**config.mk**
```make
export PLATFORM = sky130hd
export DESIGN_NAME = dff_timing_monitor
export DESIGN_NICKNAME = d
export VERILOG_FILES = /design/src/rtl/dff_timing_monitor.sv
export SDC_FILE = /design/constraint.sdc
export NUM_CORES = 1
export LEC_CHECK = 0
export CORE_ASPECT_RATIO = 2
export CORE_MARGIN = 3
export CORE_UTILIZATION = 45
export DETAILED_ROUTE_END_ITERATION = 16
export GPL_TIMING_DRIVEN = 0
export PLACE_DENSITY = 0.67
export SLEW_MARGIN = 20
export SYNTH_ARGS = -nofsm -noshare
export SYNTH_HDL_FRONTEND = slang
export SYNTH_SLANG_ARGS = --single-unit
```
**constraint.sdc**
```tcl
create_clock -name clock -period 3.1 [get_ports clock]
set_clock_uncertainty 0.05 [all_clocks]
set_input_delay 0.775 -clock clock [delete_from_list [all_inputs] [get_ports clock]]
set_output_delay 0.775 -clock clock [all_outputs]
set_load 0.02 [all_outputs]
```
**src/rtl/dff_timing_monitor.sv**
```systemverilog
// Oversampling timing checker for a posedge DFF with active-low preset/clear.
// Reports setup/hold/period/width/recovery violations measured in sample ticks.
module dff_timing_monitor #(
    parameter int CW    = 8,
    parameter int T_SU  = 10,
    parameter int T_HD  = 1,
    parameter int T_PW  = 25,
    parameter int T_WPC = 10,
    parameter int T_REC = 5,
    parameter int NW    = 16
) (
    input  logic          clock,
    input  logic          clear,
    input  logic          dut_clk,
    input  logic          dut_data,
    input  logic          dut_preset,
    input  logic          dut_clear,
    input  logic          clr_flags,
    output logic          notifier,
    output logic          viol_valid,
    output logic [2:0]    viol_code,
    output logic [5:0]    viol_flags,
    output logic [NW-1:0] viol_count
);

    typedef enum logic [2:0] {
        V_NONE  = 3'd0,
        V_SU    = 3'd1,
        V_HD    = 3'd2,
        V_PER   = 3'd3,
        V_WID_P = 3'd4,
        V_WID_C = 3'd5,
        V_REC   = 3'd6
    } viol_code_e;

    localparam logic [CW-1:0] AGE_MAX = '1;

    logic          primed_q;
    logic          dut_clk_q, dut_data_q, dut_preset_q, dut_clear_q;
    logic [CW-1:0] data_age_q, clk_age_q, pre_age_q, clr_age_q, rec_age_q;
    logic [CW-1:0] data_age_d, clk_age_d, pre_age_d, clr_age_d, rec_age_d;
    logic [CW-1:0] hold_cnt_q, hold_cnt_d;
    logic          armed_q, armed_d;
    logic          notifier_q, notifier_d;
    logic          valid_q, valid_d;
    viol_code_e    code_q, code_d;
    logic [5:0]    flags_q, flags_d;
    logic [NW-1:0] count_q, count_d;

    logic          clk_rise, data_chg, pre_fall, pre_rise, clr_fall, clr_rise;
    logic          en_rise, viol_any;
    logic [5:0]    viol;

    function automatic logic [CW-1:0] age_next(input logic ev, input logic [CW-1:0] age);
        if (ev)
            return '0;
        if (age == AGE_MAX)
            return age;
        return age + CW'(1);
    endfunction

    // Edges are suppressed on the first edge after reset while history is loaded.
    always_comb begin
        clk_rise = primed_q & dut_clk & ~dut_clk_q;
        data_chg = primed_q & (dut_data ^ dut_data_q);
        pre_fall = primed_q & ~dut_preset & dut_preset_q;
        pre_rise = primed_q & dut_preset & ~dut_preset_q;
        clr_fall = primed_q & ~dut_clear & dut_clear_q;
        clr_rise = primed_q & dut_clear & ~dut_clear_q;
        en_rise  = clk_rise & dut_preset & dut_clear;

        viol    = '0;
        viol[0] = en_rise & (data_chg | (int'(data_age_q) < T_SU - 1));
        viol[1] = data_chg & (hold_cnt_q != '0);
        viol[2] = clk_rise & armed_q & (int'(clk_age_q) < T_PW - 1);
        viol[3] = pre_rise & (int'(pre_age_q) < T_WPC - 1);
        viol[4] = clr_rise & (int'(clr_age_q) < T_WPC - 1);
        viol[5] = clk_rise & (int'(rec_age_q) < T_REC - 1);
        viol_any = |viol;

        data_age_d = age_next(data_chg, data_age_q);
        clk_age_d  = age_next(clk_rise, clk_age_q);
        pre_age_d  = age_next(pre_fall, pre_age_q);
        clr_age_d  = age_next(clr_fall, clr_age_q);
        rec_age_d  = age_next(pre_rise | clr_rise, rec_age_q);

        hold_cnt_d = hold_cnt_q;
        if (en_rise)
            hold_cnt_d = CW'(T_HD);
        else if (hold_cnt_q != '0)
            hold_cnt_d = hold_cnt_q - CW'(1);

        armed_d = armed_q | clk_rise;

        code_d = V_NONE;
        if (viol[5]) code_d = V_REC;
        if (viol[4]) code_d = V_WID_C;
        if (viol[3]) code_d = V_WID_P;
        if (viol[2]) code_d = V_PER;
        if (viol[1]) code_d = V_HD;
        if (viol[0]) code_d = V_SU;

        valid_d    = viol_any;
        notifier_d = notifier_q ^ viol_any;

        // A same-cycle clear keeps only the violation being reported now.
        if (clr_flags) begin
            flags_d = viol;
            count_d = viol_any ? NW'(1) : '0;
        end else begin
            flags_d = flags_q | viol;
            count_d = count_q;
            if (viol_any && count_q != '1)
                count_d = count_q + NW'(1);
        end
    end

    always_ff @(posedge clock or negedge clear) begin
        if (!clear) begin
            primed_q     <= 1'b0;
            dut_clk_q    <= 1'b0;
            dut_data_q   <= 1'b0;
            dut_preset_q <= 1'b0;
            dut_clear_q  <= 1'b0;
            data_age_q   <= AGE_MAX;
            clk_age_q    <= AGE_MAX;
            pre_age_q    <= AGE_MAX;
            clr_age_q    <= AGE_MAX;
            rec_age_q    <= AGE_MAX;
            hold_cnt_q   <= '0;
            armed_q      <= 1'b0;
            notifier_q   <= 1'b0;
            valid_q      <= 1'b0;
            code_q       <= V_NONE;
            flags_q      <= '0;
            count_q      <= '0;
        end else begin
            primed_q     <= 1'b1;
            dut_clk_q    <= dut_clk;
            dut_data_q   <= dut_data;
            dut_preset_q <= dut_preset;
            dut_clear_q  <= dut_clear;
            data_age_q   <= data_age_d;
            clk_age_q    <= clk_age_d;
            pre_age_q    <= pre_age_d;
            clr_age_q    <= clr_age_d;
            rec_age_q    <= rec_age_d;
            hold_cnt_q   <= hold_cnt_d;
            armed_q      <= armed_d;
            notifier_q   <= notifier_d;
            valid_q      <= valid_d;
            code_q       <= code_d;
            flags_q      <= flags_d;
            count_q      <= count_d;
        end
    end

    assign notifier   = notifier_q;
    assign viol_valid = valid_q;
    assign viol_code  = code_q;
    assign viol_flags = flags_q;
    assign viol_count = count_q;

endmodule

```
==> metrics <==
mux cell area share after synthesis 1.234%; Leakage 2.024 nW; fin cells around 560; number of enable flip-flop cells after synthesis 0; DR iter-0 viols 152; total gr overflow 0; # setup viols final 0; CTS Root Buffer Type clkbuf_16; met1 wire length 3278 um; CTS sink cnt 81; Post-synth top cells nor2_1 (58), dfrtp_1 (41), dfstp_2 (40), nand2_1 (23), nand3_1 (21); mapped cell area 4056 um2; placed cell count 546; synth top area cells dfstp_2 (26%), dfrtp_1 (25%), nor2_1 (5.4%); area leader, netlist dfstp_2; Rel. slew slack 60.18%; Slowest-stage cell, CP clkdlybuf4s50_1; Final Routed Wirelength 8438 um; pwr/cell area 756.6 nW/um2; largest family of logic cells by synthesized area simple AND/OR/NAND/NOR gates; Clk pwr share 30.6%; total global-route track usage 18.24%; cts bufs inserted 9; final core occ ~56%; predominant post-synthesis flop cell dfrtp_1; Synth Area in Compound Gates between 10% and 20%; Die X-Extent 73.14 um; I/O Pins 34; synth-to-layout area growth 19.68%; Synth Area in Simple Gates 24.49%; Cell Chain, Critical Path clkdlybuf4s50_1 -> and3b_1 -> clkbuf_1 -> nand3_1 -> nand3_2 -> o31ai_4 -> buf_6 -> buf_6 -> mux2i_1 -> nor2_1; Flop pwr share 45.3%; share of the synthesized area in the top cell type 25.91%; asr flop ratio synth 100.0%; n_diodes 0; HP Class primary input to async pin; vias 3177; Net Sw Frac 31.18%; initial antenna violation count 0; Crit Path Max Fanout 10; Row Count 48; die extent in y ~140 um; worst-margin pin slew 592.7 ps; setup TNS 0 ps; CTS Buffer Depth 2; type of origin of the critical path primary input; vias in the first global route 3233; Min Clock Period, post-route 2884 ps; top sig layer met4; DR WL/cell 15.01 um; clk_lat worst skew 340 ps; clock-pin slew of the registers on the worst-case setup and hold paths 60 ps; Initial Utilization between 40 and 50%; Seq cells post-synth just over 80; CP required 3250 ps; layout cells sized above 1 14.07%; count leader, synth nor2_1; DR pass1 iterations 4; Worst Path Arrival 3040 ps; # hold bufs at CTS 0; largest net degree at the start of global routing 47; Adder-Cell Fraction of Synth Area 3.393%; Layout fillers 792; Crit. End Element register; xor and xnor fraction of the mapped netlist area around 5.2%; Core ar. 8708 um2; final worst path period share about 93%; share of total power in combinational logic between 20% and 30%; Yosys warnings 0; Yosys cell types 52; syn avg cell area 9.846 um2; register area share after synthesis 51.20%; Placer Congestion between 0.7 and 0.8; Internal Power 2.528 mW; Critical Path Max Stage Delay 450 ps; post-CTS setup repair buffer count 0; H-tree levels 3; first-pass GRT wire length 14750 um; status finished, final reports clean; Max Slew Vio Count 0; RSZ-0062 raised after global routing no; Tot Pwr 3.673 mW; PortBufs 33; Most common cell on crit path buf_6; met2 wire len 4708 um; Die Area ~10000 um2; critical path buffer and inverter count 4; Final Hold Viols 0; Sw Pwr 1.145 mW; CTS tree built; Syn Inst Count 412; met3 routed WL around 270 um; FMAX 346.8 MHz; fin nets 475; CP delay by family, top buffers and inverters; Max-Cap Viols 0; final hold slack 358.7 ps; syn_nets 430; vias per cell ~5.7; DRT antenna net count 0; DR DRC count 0; worst vdd ir between 0.0003 and 0.0004 V; Crit Path Class primary input to register; DPL Wire Length slightly above 6000 um
-- cell type report --
| class | count | area [um2] | share of cell area [%] |
|---|---|---|---|
| Sequential cell | 81 | 2077 | 42.78 |
| Multi-Input combinational cell | 300 | 1851 | 38.12 |
| Tap cell | 100 | 125.1 | 2.577 |
| Clock inverter | 3 | 65.06 | 1.340 |
| Timing Repair Buffer | 34 | 355.3 | 7.320 |
| Clock buffer | 13 | 250.2 | 5.155 |
| Buffer | 11 | 56.30 | 1.160 |
| Inverter | 20 | 75.07 | 1.546 |
-- repair_timing --
action,in CTS,in global routing
endpoints found under the hold margin,0,0
endpoints found under the setup margin,0,2
gates resized for setup,0,1
-- routing by layer --
layer,track usage [%],vias up
met3,3.951,12
met2,32.97,45
met5,0,-
met4,7.490,0
met1,19.74,1565
li1,-,1555
-- flip-flops by register name (all words and copies together), names as in the netlist, 3 cells and up --
name        cells
hold_cnt_q      8
viol_count     16
viol_code       3
clr_age_q       8
pre_age_q       8
clk_age_q       8
rec_age_q       8
viol_flags      6
data_age_q      8
-- logic make-up (layout without fill, tap and decap cells) --
kind of cell	Yosys count	in the layout
AOI/OAI and AO/OA	72	72
xor gates and xnor gates	24	24
other	1	1
buffers and inverters	31	81
and+or+nand+nor	187	187
adders and majority gates	11	11
DFF	81	81
muxes	5	5
-- path summary, 6_finish.rpt --
check                             start            end  slack, ps  depth (start not counted)
max in group asynchronous         clear  data_age_q[7]       2000                          2
min                               clear    dut_clear_q        360                          1
max                             dut_clk  viol_count[1]        220                         10
max reg2reg                clr_age_q[0]  viol_count[1]        370                         10
min reg2reg                     armed_q        armed_q        410                          1
min in group clock              armed_q        armed_q        410                          1
-- power by group through the flow --
stage	combinational [mW]	sequential, mW	clock, mW
floorplan	0.584	1.67	0
global placement	0.859	1.66	0
detailed placement	0.891	1.68	0
CTS	0.902	1.66	1.15
global route	1.01	1.71	1.20
finish	0.885	1.66	1.12
-- stage by stage --
stage / setup WS, ps / area (um2)
finish: 216.1 / 4855
CTS: 176.0 / 4852
global route: 46.09 / 4855
global placement: -1697 / 4512
detailed placement: -176.5 / 4537
floorplan: 760.7 / 4056
-- cell usage in the layout (no fill, tap or decap), drive strengths merged, types with 10 or more instances in the layout --
| cell | count |
|---|---|
| a21oi | 19 |
| nand3 | 23 |
| xnor2 | 11 |
| ha | 11 |
| inv | 20 |
| dfstp | 40 |
| and3 | 20 |
| nor2 | 58 |
| nand2 | 23 |
| o21ai | 20 |
| nor3 | 13 |
| clkbuf | 22 |
| clkdlybuf4s50 | 32 |
| dfrtp | 41 |
| or3 | 10 |
| xor2 | 13 |
Note: power is estimated with default switching activity, not from simulation.
